## config.mk

```make
export PLATFORM = sky130hd
export DESIGN_NAME = honzales_run_ctrl
export DESIGN_NICKNAME = d
export VERILOG_FILES = /design/src/rtl/honzales_pkg.sv /design/src/rtl/wb_regs_slave.sv /design/src/rtl/honzales_run_ctrl.sv
export SDC_FILE = /design/constraint.sdc
export NUM_CORES = 1
export LEC_CHECK = 0
export CAP_MARGIN = 20
export CORE_MARGIN = 3
export CORE_UTILIZATION = 47
export CTS_CLUSTER_SIZE = 8
export DETAILED_ROUTE_END_ITERATION = 8
export HOLD_SLACK_MARGIN = 0.12
export PLACE_DENSITY_LB_ADDON = 0.12
export SLEW_MARGIN = 30
export SYNTH_ARGS = -nofsm -noshare
export SYNTH_HDL_FRONTEND = slang
export SYNTH_HIERARCHICAL = 1
export SYNTH_SLANG_ARGS = --single-unit
```

## constraint.sdc

```tcl
create_clock -name wb_clk_i -period 4.1 [get_ports wb_clk_i]
set_clock_uncertainty 0.2 [all_clocks]
set_input_delay 0.82 -clock wb_clk_i [delete_from_list [all_inputs] [get_ports wb_clk_i]]
set_output_delay 0.82 -clock wb_clk_i [all_outputs]
set_load 0.03 [all_outputs]
```

## src/rtl/honzales_pkg.sv

```systemverilog
// Shared definitions for the honzales run controller: FSM encoding,
// register byte offsets and CTRL/STATUS bit positions.
package honzales_pkg;

    typedef enum logic [1:0] {
        ST_IDLE    = 2'd0,
        ST_PRERST  = 2'd1,
        ST_RUN     = 2'd2,
        ST_CAPTURE = 2'd3
    } state_t;

    // Register byte offsets within the 256-byte window
    localparam logic [7:0] OFF_CTRL   = 8'h00;
    localparam logic [7:0] OFF_CYCLES = 8'h04;
    localparam logic [7:0] OFF_STATUS = 8'h08;
    localparam logic [7:0] OFF_RESULT = 8'h0C;
    localparam logic [7:0] OFF_REMAIN = 8'h10;

    // CTRL bit positions
    localparam int CTRL_START_BIT    = 0;
    localparam int CTRL_ABORT_BIT    = 1;
    localparam int CTRL_IRQ_EN_BIT   = 2;
    localparam int CTRL_IN_LEVEL_BIT = 3;

    // STATUS bit positions (state occupies bits 1:0)
    localparam int STAT_BUSY_BIT    = 2;
    localparam int STAT_DONE_BIT    = 3;
    localparam int STAT_ABORTED_BIT = 4;

    // Value of the PRERST cycle counter on the last core-reset cycle
    localparam logic PRERST_LAST = 1'b1;

endpackage

```

## src/rtl/wb_regs_slave.sv

```systemverilog
// Wishbone register slave: address decode, single-cycle ack, register
// storage for CTRL/CYCLES and the read mux. Command bits leave as pulses.
module wb_regs_slave
    import honzales_pkg::*;
#(
    parameter logic [31:0] BASE_ADDR = 32'h3000_0000,
    parameter int          CNT_W     = 16
) (
    input  logic             i_clk,
    input  logic             i_srst,
    input  logic             i_wbs_stb,
    input  logic             i_wbs_cyc,
    input  logic             i_wbs_we,
    input  logic [3:0]       i_wbs_sel,
    input  logic [31:0]      i_wbs_dat,
    input  logic [31:0]      i_wbs_adr,
    output logic             o_wbs_ack,
    output logic [31:0]      o_wbs_dat,
    input  state_t           i_state,
    input  logic             i_done,
    input  logic             i_aborted,
    input  logic [7:0]       i_result,
    input  logic [CNT_W-1:0] i_remain,
    output logic             o_start,
    output logic             o_abort,
    output logic             o_done_clr,
    output logic             o_aborted_clr,
    output logic             o_irq_en,
    output logic             o_in_level,
    output logic [CNT_W-1:0] o_cycles
);

    logic             r_ack;
    logic [31:0]      r_dat;
    logic             r_irq_en;
    logic             r_in_level;
    logic [CNT_W-1:0] r_cycles;

    logic             w_valid;
    logic             w_wr;
    logic [7:0]       w_off;
    logic             w_wr_ctrl;
    logic             w_wr_cycles;
    logic             w_wr_status;
    logic [31:0]      w_rdata;
    logic [CNT_W-1:0] w_cycles_next;
    logic             w_unused_ok;

    assign w_valid = i_wbs_cyc & i_wbs_stb & (i_wbs_adr[31:8] == BASE_ADDR[31:8]);
    assign w_off   = i_wbs_adr[7:0];
    // Writes land on the ack cycle, while the master still holds the request
    assign w_wr    = r_ack & w_valid & i_wbs_we;

    // CTRL and STATUS live entirely in byte lane 0
    assign w_wr_ctrl   = w_wr & (w_off == OFF_CTRL) & i_wbs_sel[0];
    assign w_wr_status = w_wr & (w_off == OFF_STATUS) & i_wbs_sel[0];
    assign w_wr_cycles = w_wr & (w_off == OFF_CYCLES);

    assign o_start       = w_wr_ctrl & i_wbs_dat[CTRL_START_BIT];
    assign o_abort       = w_wr_ctrl & i_wbs_dat[CTRL_ABORT_BIT];
    assign o_done_clr    = w_wr_status & i_wbs_dat[STAT_DONE_BIT];
    assign o_aborted_clr = w_wr_status & i_wbs_dat[STAT_ABORTED_BIT];

    // CYCLES byte-lane merge: each bit follows the select of its byte
    generate
        for (genvar gi = 0; gi < CNT_W; gi++) begin : g_cyc_bit
            assign w_cycles_next[gi] = (w_wr_cycles & i_wbs_sel[gi/8]) ?
                                       i_wbs_dat[gi] : r_cycles[gi];
        end
    endgenerate

    // Read mux; unmapped offsets return zero
    always_comb begin
        w_rdata = '0;
        case (w_off)
            OFF_CTRL: begin
                w_rdata[CTRL_IRQ_EN_BIT]   = r_irq_en;
                w_rdata[CTRL_IN_LEVEL_BIT] = r_in_level;
            end
            OFF_CYCLES: w_rdata[CNT_W-1:0] = r_cycles;
            OFF_STATUS: begin
                w_rdata[1:0]             = i_state;
                w_rdata[STAT_BUSY_BIT]    = (i_state != ST_IDLE);
                w_rdata[STAT_DONE_BIT]    = i_done;
                w_rdata[STAT_ABORTED_BIT] = i_aborted;
            end
            OFF_RESULT: w_rdata[7:0] = i_result;
            OFF_REMAIN: w_rdata[CNT_W-1:0] = i_remain;
            default:    w_rdata = '0;
        endcase
    end

    // Ack/read-data pipeline and CTRL/CYCLES storage
    always_ff @(posedge i_clk) begin
        if (i_srst) begin
            r_ack      <= 1'b0;
            r_dat      <= '0;
            r_irq_en   <= 1'b0;
            r_in_level <= 1'b0;
            r_cycles   <= '0;
        end else begin
            r_ack    <= w_valid & ~r_ack;
            r_dat    <= (w_valid & ~r_ack) ? w_rdata : 32'h0;
            r_cycles <= w_cycles_next;
            if (w_wr_ctrl) begin
                r_irq_en   <= i_wbs_dat[CTRL_IRQ_EN_BIT];
                r_in_level <= i_wbs_dat[CTRL_IN_LEVEL_BIT];
            end
        end
    end

    // Data bits beyond the implemented fields are intentionally ignored
    assign w_unused_ok = ^{i_wbs_dat, i_wbs_sel};

    assign o_wbs_ack  = r_ack;
    assign o_wbs_dat  = r_dat;
    assign o_irq_en   = r_irq_en;
    assign o_in_level = r_in_level;
    assign o_cycles   = r_cycles;

endmodule

```

## src/rtl/honzales_run_ctrl.sv

```systemverilog
// Run controller for an 8-bit sequenced core: pulses core reset for two
// cycles, enables the core for CYCLES steps, then captures its output.
module honzales_run_ctrl
    import honzales_pkg::*;
#(
    parameter logic [31:0] BASE_ADDR = 32'h3000_0000,
    parameter int          CNT_W     = 16
) (
    input  logic        wb_clk_i,
    input  logic        wb_rst_i,
    input  logic        wbs_stb_i,
    input  logic        wbs_cyc_i,
    input  logic        wbs_we_i,
    input  logic [3:0]  wbs_sel_i,
    input  logic [31:0] wbs_dat_i,
    input  logic [31:0] wbs_adr_i,
    output logic        wbs_ack_o,
    output logic [31:0] wbs_dat_o,
    input  logic        la_start,
    output logic        core_rst,
    output logic        core_en,
    output logic        core_in,
    input  logic [7:0]  core_out,
    output logic        irq
);

    state_t           r_state, w_state_next;
    logic [CNT_W-1:0] r_remain, w_remain_next;
    logic [7:0]       r_result, w_result_next;
    logic             r_done, w_done_next;
    logic             r_aborted, w_aborted_next;
    logic             r_pre_cnt, w_pre_cnt_next;
    logic             r_la_q;
    logic             r_core_in;

    logic             w_start_wr;
    logic             w_abort_wr;
    logic             w_done_clr;
    logic             w_aborted_clr;
    logic             w_irq_en;
    logic             w_in_level;
    logic [CNT_W-1:0] w_cycles;
    logic             w_la_rise;
    logic             w_start;
    logic             w_core_en;
    logic             w_core_rst;

    wb_regs_slave #(
        .BASE_ADDR (BASE_ADDR),
        .CNT_W     (CNT_W)
    ) u_regs (
        .i_clk         (wb_clk_i),
        .i_srst        (wb_rst_i),
        .i_wbs_stb     (wbs_stb_i),
        .i_wbs_cyc     (wbs_cyc_i),
        .i_wbs_we      (wbs_we_i),
        .i_wbs_sel     (wbs_sel_i),
        .i_wbs_dat     (wbs_dat_i),
        .i_wbs_adr     (wbs_adr_i),
        .o_wbs_ack     (wbs_ack_o),
        .o_wbs_dat     (wbs_dat_o),
        .i_state       (r_state),
        .i_done        (r_done),
        .i_aborted     (r_aborted),
        .i_result      (r_result),
        .i_remain      (r_remain),
        .o_start       (w_start_wr),
        .o_abort       (w_abort_wr),
        .o_done_clr    (w_done_clr),
        .o_aborted_clr (w_aborted_clr),
        .o_irq_en      (w_irq_en),
        .o_in_level    (w_in_level),
        .o_cycles      (w_cycles)
    );

    // A START write and an la_start edge together still mean one run;
    // an ABORT in the same write suppresses the start.
    assign w_la_rise = la_start & ~r_la_q;
    assign w_start   = (w_start_wr | w_la_rise) & ~w_abort_wr;

    // State and datapath registers
    always_ff @(posedge wb_clk_i) begin
        if (wb_rst_i) begin
            r_state   <= ST_IDLE;
            r_remain  <= '0;
            r_result  <= '0;
            r_done    <= 1'b0;
            r_aborted <= 1'b0;
            r_pre_cnt <= 1'b0;
            r_la_q    <= 1'b1;
            r_core_in <= 1'b0;
        end else begin
            r_state   <= w_state_next;
            r_remain  <= w_remain_next;
            r_result  <= w_result_next;
            r_done    <= w_done_next;
            r_aborted <= w_aborted_next;
            r_pre_cnt <= w_pre_cnt_next;
            r_la_q    <= la_start;
            r_core_in <= w_in_level;
        end
    end

    // Next-state, datapath next values and core control outputs
    always_comb begin
        w_state_next   = r_state;
        w_remain_next  = r_remain;
        w_result_next  = r_result;
        w_done_next    = r_done & ~w_done_clr;
        w_aborted_next = r_aborted & ~w_aborted_clr;
        w_pre_cnt_next = r_pre_cnt;
        w_core_en      = 1'b0;
        w_core_rst     = 1'b0;

        case (r_state)
            ST_IDLE: begin
                if (w_start) begin
                    w_state_next   = ST_PRERST;
                    w_remain_next  = w_cycles;
                    w_pre_cnt_next = 1'b0;
                    w_done_next    = 1'b0;
                    w_aborted_next = 1'b0;
                end
            end
            ST_PRERST: begin
                w_core_rst = 1'b1;
                if (r_pre_cnt == PRERST_LAST) begin
                    w_pre_cnt_next = 1'b0;
                    // REMAIN holds the length latched at start, immune to later CYCLES writes
                    w_state_next   = (r_remain == '0) ? ST_CAPTURE : ST_RUN;
                end else begin
                    w_pre_cnt_next = PRERST_LAST;
                end
            end
            ST_RUN: begin
                w_core_en     = 1'b1;
                w_remain_next = r_remain - CNT_W'(1);
                if (r_remain <= CNT_W'(1)) begin
                    w_state_next = ST_CAPTURE;
                end
            end
            ST_CAPTURE: begin
                w_result_next = core_out;
                w_done_next   = 1'b1;
                w_state_next  = ST_IDLE;
            end
            default: w_state_next = ST_IDLE;
        endcase

        // Abort overrides everything except in IDLE; RESULT and DONE stay put
        if (w_abort_wr && (r_state != ST_IDLE)) begin
            w_state_next   = ST_IDLE;
            w_remain_next  = r_remain;
            w_result_next  = r_result;
            w_done_next    = r_done & ~w_done_clr;
            w_aborted_next = 1'b1;
            w_pre_cnt_next = 1'b0;
        end
    end

    assign core_en  = w_core_en;
    assign core_rst = w_core_rst | wb_rst_i;
    assign core_in  = r_core_in;
    assign irq      = w_irq_en & r_done;

endmodule

```

==> out/results.txt <==
Outcome: finished clean
Net Sw Frac: 0.358
Main flop type after synthesis: dfxtp_1
Main combinational cell family by area after synthesis: simple AND/OR/NAND/NOR gates
Via/cell ratio: 5.74
Worst-Skew Late Latency: 0.34 ns
Antenna violations before repair: 0
Critical Path Start Type: input port
Worst rel slew slack: 0.513
HP Class: register to register
CP Capture Type: register
Pre-antenna DRT Iters: 5
Avg Cell Area, Syn: 8.74 um^2
Slowest cell on crit path: or4_1
# diodes: 0
Cell type with the largest total area after synthesis: dfxtp_1
# setup viols final: 0
CP max stage delay: 0.56 ns
Synth cell count leaders: 66 x dfxtp_1, 37 x nand2b_1, 37 x nor2_1, 32 x mux2i_1
TritonCTS clock tree: yes
Crit path max-delay family: simple AND/OR/NAND/NOR gates
Final worst path period share: 0.930
Worst-margin pin slew: 0.725 ns
Hold buffer count at CTS: 0
Int Pwr: 0.00123 W
Post-layout minimum cycle time: 3.81 ns
Top post-synthesis cells by area: dfxtp_1 34%, mux2i_1 8.4%, nand2b_1 6.0%, nor2_1 3.6%, a22oi_1 3.1%
CTS Sinks: 66
Unique cell type count in the Yosys netlist: 63
Adder-Cell Fraction of Synth Area: 0.0229
Vias: 3626
Type of the worst setup path: input port to register
H-tree depth: 3
Nets: 614
Met2 routed WL: 4750 um
Critical Path Fanout Max: 4
Post-synthesis compound-gate area fraction: 0.181
Area grow syn2layout: 29.4%
Met3 WL post-DR: 820 um
Final worst slack: 0.287 ns
CP bufs+invs: 1
EDFF count, synth: 0
Comb power frac: 0.347
Synth top area share: 0.345
Chip Height: 96.3 um
PwrDens: 387 nW/um^2
Initial Utilization: 0.491
Clock Power Share: 0.282
Most frequent cell after synthesis: dfxtp_1
Num rows: 32
Post_cts resized: 0
Sequential-to-total area share from yosys stat: 0.345
Req. time, crit path: 4.16 ns
Vias in the first global route: 3340
I/O pin cnt: 119
Fin. Hold Viols: 0
Die X: 96.3 um
Overall Global Routing Usage: 0.226
Critical Path AT: 3.87 ns
Mapped cell area: 3830 um^2
Ys Warns: 6
Hold slack: 0.274 ns
Root Buffer: clkbuf_8
Asr flop ratio synth: 0
Met1 WL: 4500 um
Setup bufs post-CTS: 0
Peak supply drop: 185 uV
Leakage: 1.84 nW
Gate Count Post-Synth: 438
Antenna-violating nets left: 0
Most used cell, CP: or4_1
CP cell instances: clkdlybuf4s50_1 > or4_4 > or4_1 > nor3_2 > and2_1 > nor2b_4 > a211o_4 > or4_1 > a31oi_1
CTS buffer count: 9
First-pass GRT wire length: 16200 um
CTS clk-pin slew, worst paths: 0.07 ns
Fillers: 670
Fmax achieved: 262 MHz
DR WL/cell: 16.2 um
Grt ovf: 0
Final Slew Violations: 0
DRC Markers: 0
Wirelength, routed: 10200 um
Highest Signal Layer: met4
Worst Setup Slack post-DPL: -0.175 ns
Dpl hpwl: 7570 um
Unrepaired setup endpoints after global routing: false
Die area: 9270 um^2
Largest net degree at the start of global routing: 68
PortBufs: 84
Core area: 7810 um^2
Xor/xnor cell area share of the yosys netlist: 0
RePlAce Congestion: 0.839
Mux cell area share after synthesis: 0.0895
Max_cap viols: 0
1st-iter DRT viols: 278
Yosys reg bits: 66
Sequential power share: 0.370
Switch Pwr: 0.000687 W
Ratio of cells with drive above 1 in the final layout: 0.0981
Bufs on Longest Clock Path: 2
Simple-gate share of the synthesized area: 0.284
-- sequential cells by signal, summed over array words and instances (netlist names), 2 cells and up --
signal / cells
r_state: 2
u_regs/o_cycles: 16
r_remain: 16
r_result: 8
u_regs/o_wbs_dat: 16
-- kinds of logic after synthesis --
family	after synthesis
AOI/OAI and AO/OA	96
adders and majority gates	7
buffers and inverters	55
DFF	66
muxes	33
other	1
and+or+nand+nor	180
-- placed cells by master (no fill, tap or decap), types with 6 or more instances in the layout --
cell type        Yosys  layout
nand2_1              8       8
clkbuf_8             0       9
nand4_1             13      13
nor2b_1             16      16
dfxtp_1             66      66
nand2b_1            37      37
ha_1                 7       7
conb_1               1      16
o21ai_0             14      14
a21oi_1             16      16
nor2_1              37      37
a31oi_1             10      10
mux2i_1             32      32
inv_1               14      14
nor3_1              15      14
clkdlybuf4s50_1      0      83
nand3_1              6       6
a22oi_1             16      16
nor4_1               8       8
buf_4               16      17
-- tightest hold or removal path: cells and delay by family, from the launching register on --
kind               cells  cell delay (ns)
AOI/OAI and AO/OA      1             0.06
DFF                    1             0.32
and+or+nand+nor        1             0.05
-- layer usage --
| layer | up-vias | GRT usage |
|---|---|---|
| met5 | - | 0 |
| li1 | 1755 | - |
| met4 | 0 | 0.0675 |
| met2 | 163 | 0.356 |
| met1 | 1694 | 0.309 |
| met3 | 14 | 0.0500 |
-- power groups by stage --
stage	combinational, W	sequential [W]	clock [W]
global route	0.000727	0.000714	0.000579
floorplan	0.000461	0.000711	0
finish	0.000667	0.000711	0.000542
detailed placement	0.000657	0.000723	0
global placement	0.000641	0.000722	0
CTS	0.000660	0.000709	0.000549
-- final timing paths --
path,from,to,slack [ns],depth (start not counted)
min,r_pre_cnt,r_pre_cnt,0.27,2
min reg2reg,r_pre_cnt,r_pre_cnt,0.27,2
max,wbs_adr_i[18],r_remain[11],0.29,9
max reg2reg,u_regs/o_wbs_ack,r_remain[11],1.24,8
-- through the flow --
| stage | util | power, W | instances | cell area (um^2) | TNS (ns) |
|---|---|---|---|---|---|
| detailed placement | 0.609 | 0.00138 | 616 | 4760 | -1.38 |
| global placement | 0.609 | 0.00136 | 616 | 4760 | -0.401 |
| global route | 0.635 | 0.00202 | 632 | 4960 | 0 |
| CTS | 0.634 | 0.00192 | 632 | 4950 | 0 |
| floorplan | - | 0.00117 | 453 | 3890 | 0 |
| finish | 0.635 | 0.00192 | 632 | 4960 | 0 |
-- area by class of cell --
| cell class | count | area, um^2 | share of cell area |
|---|---|---|---|
| multi-input combinational | 332 | 2280 | 0.459 |
| tap | 102 | 128 | 0.0257 |
| timing repair buffer | 102 | 983 | 0.198 |
| inverter | 14 | 52.6 | 0.0106 |
| sequential | 66 | 1320 | 0.267 |
| clock buffer | 10 | 128 | 0.0257 |
| clock inverter | 6 | 67.6 | 0.0136 |
(Power assumes the default switching activity.)
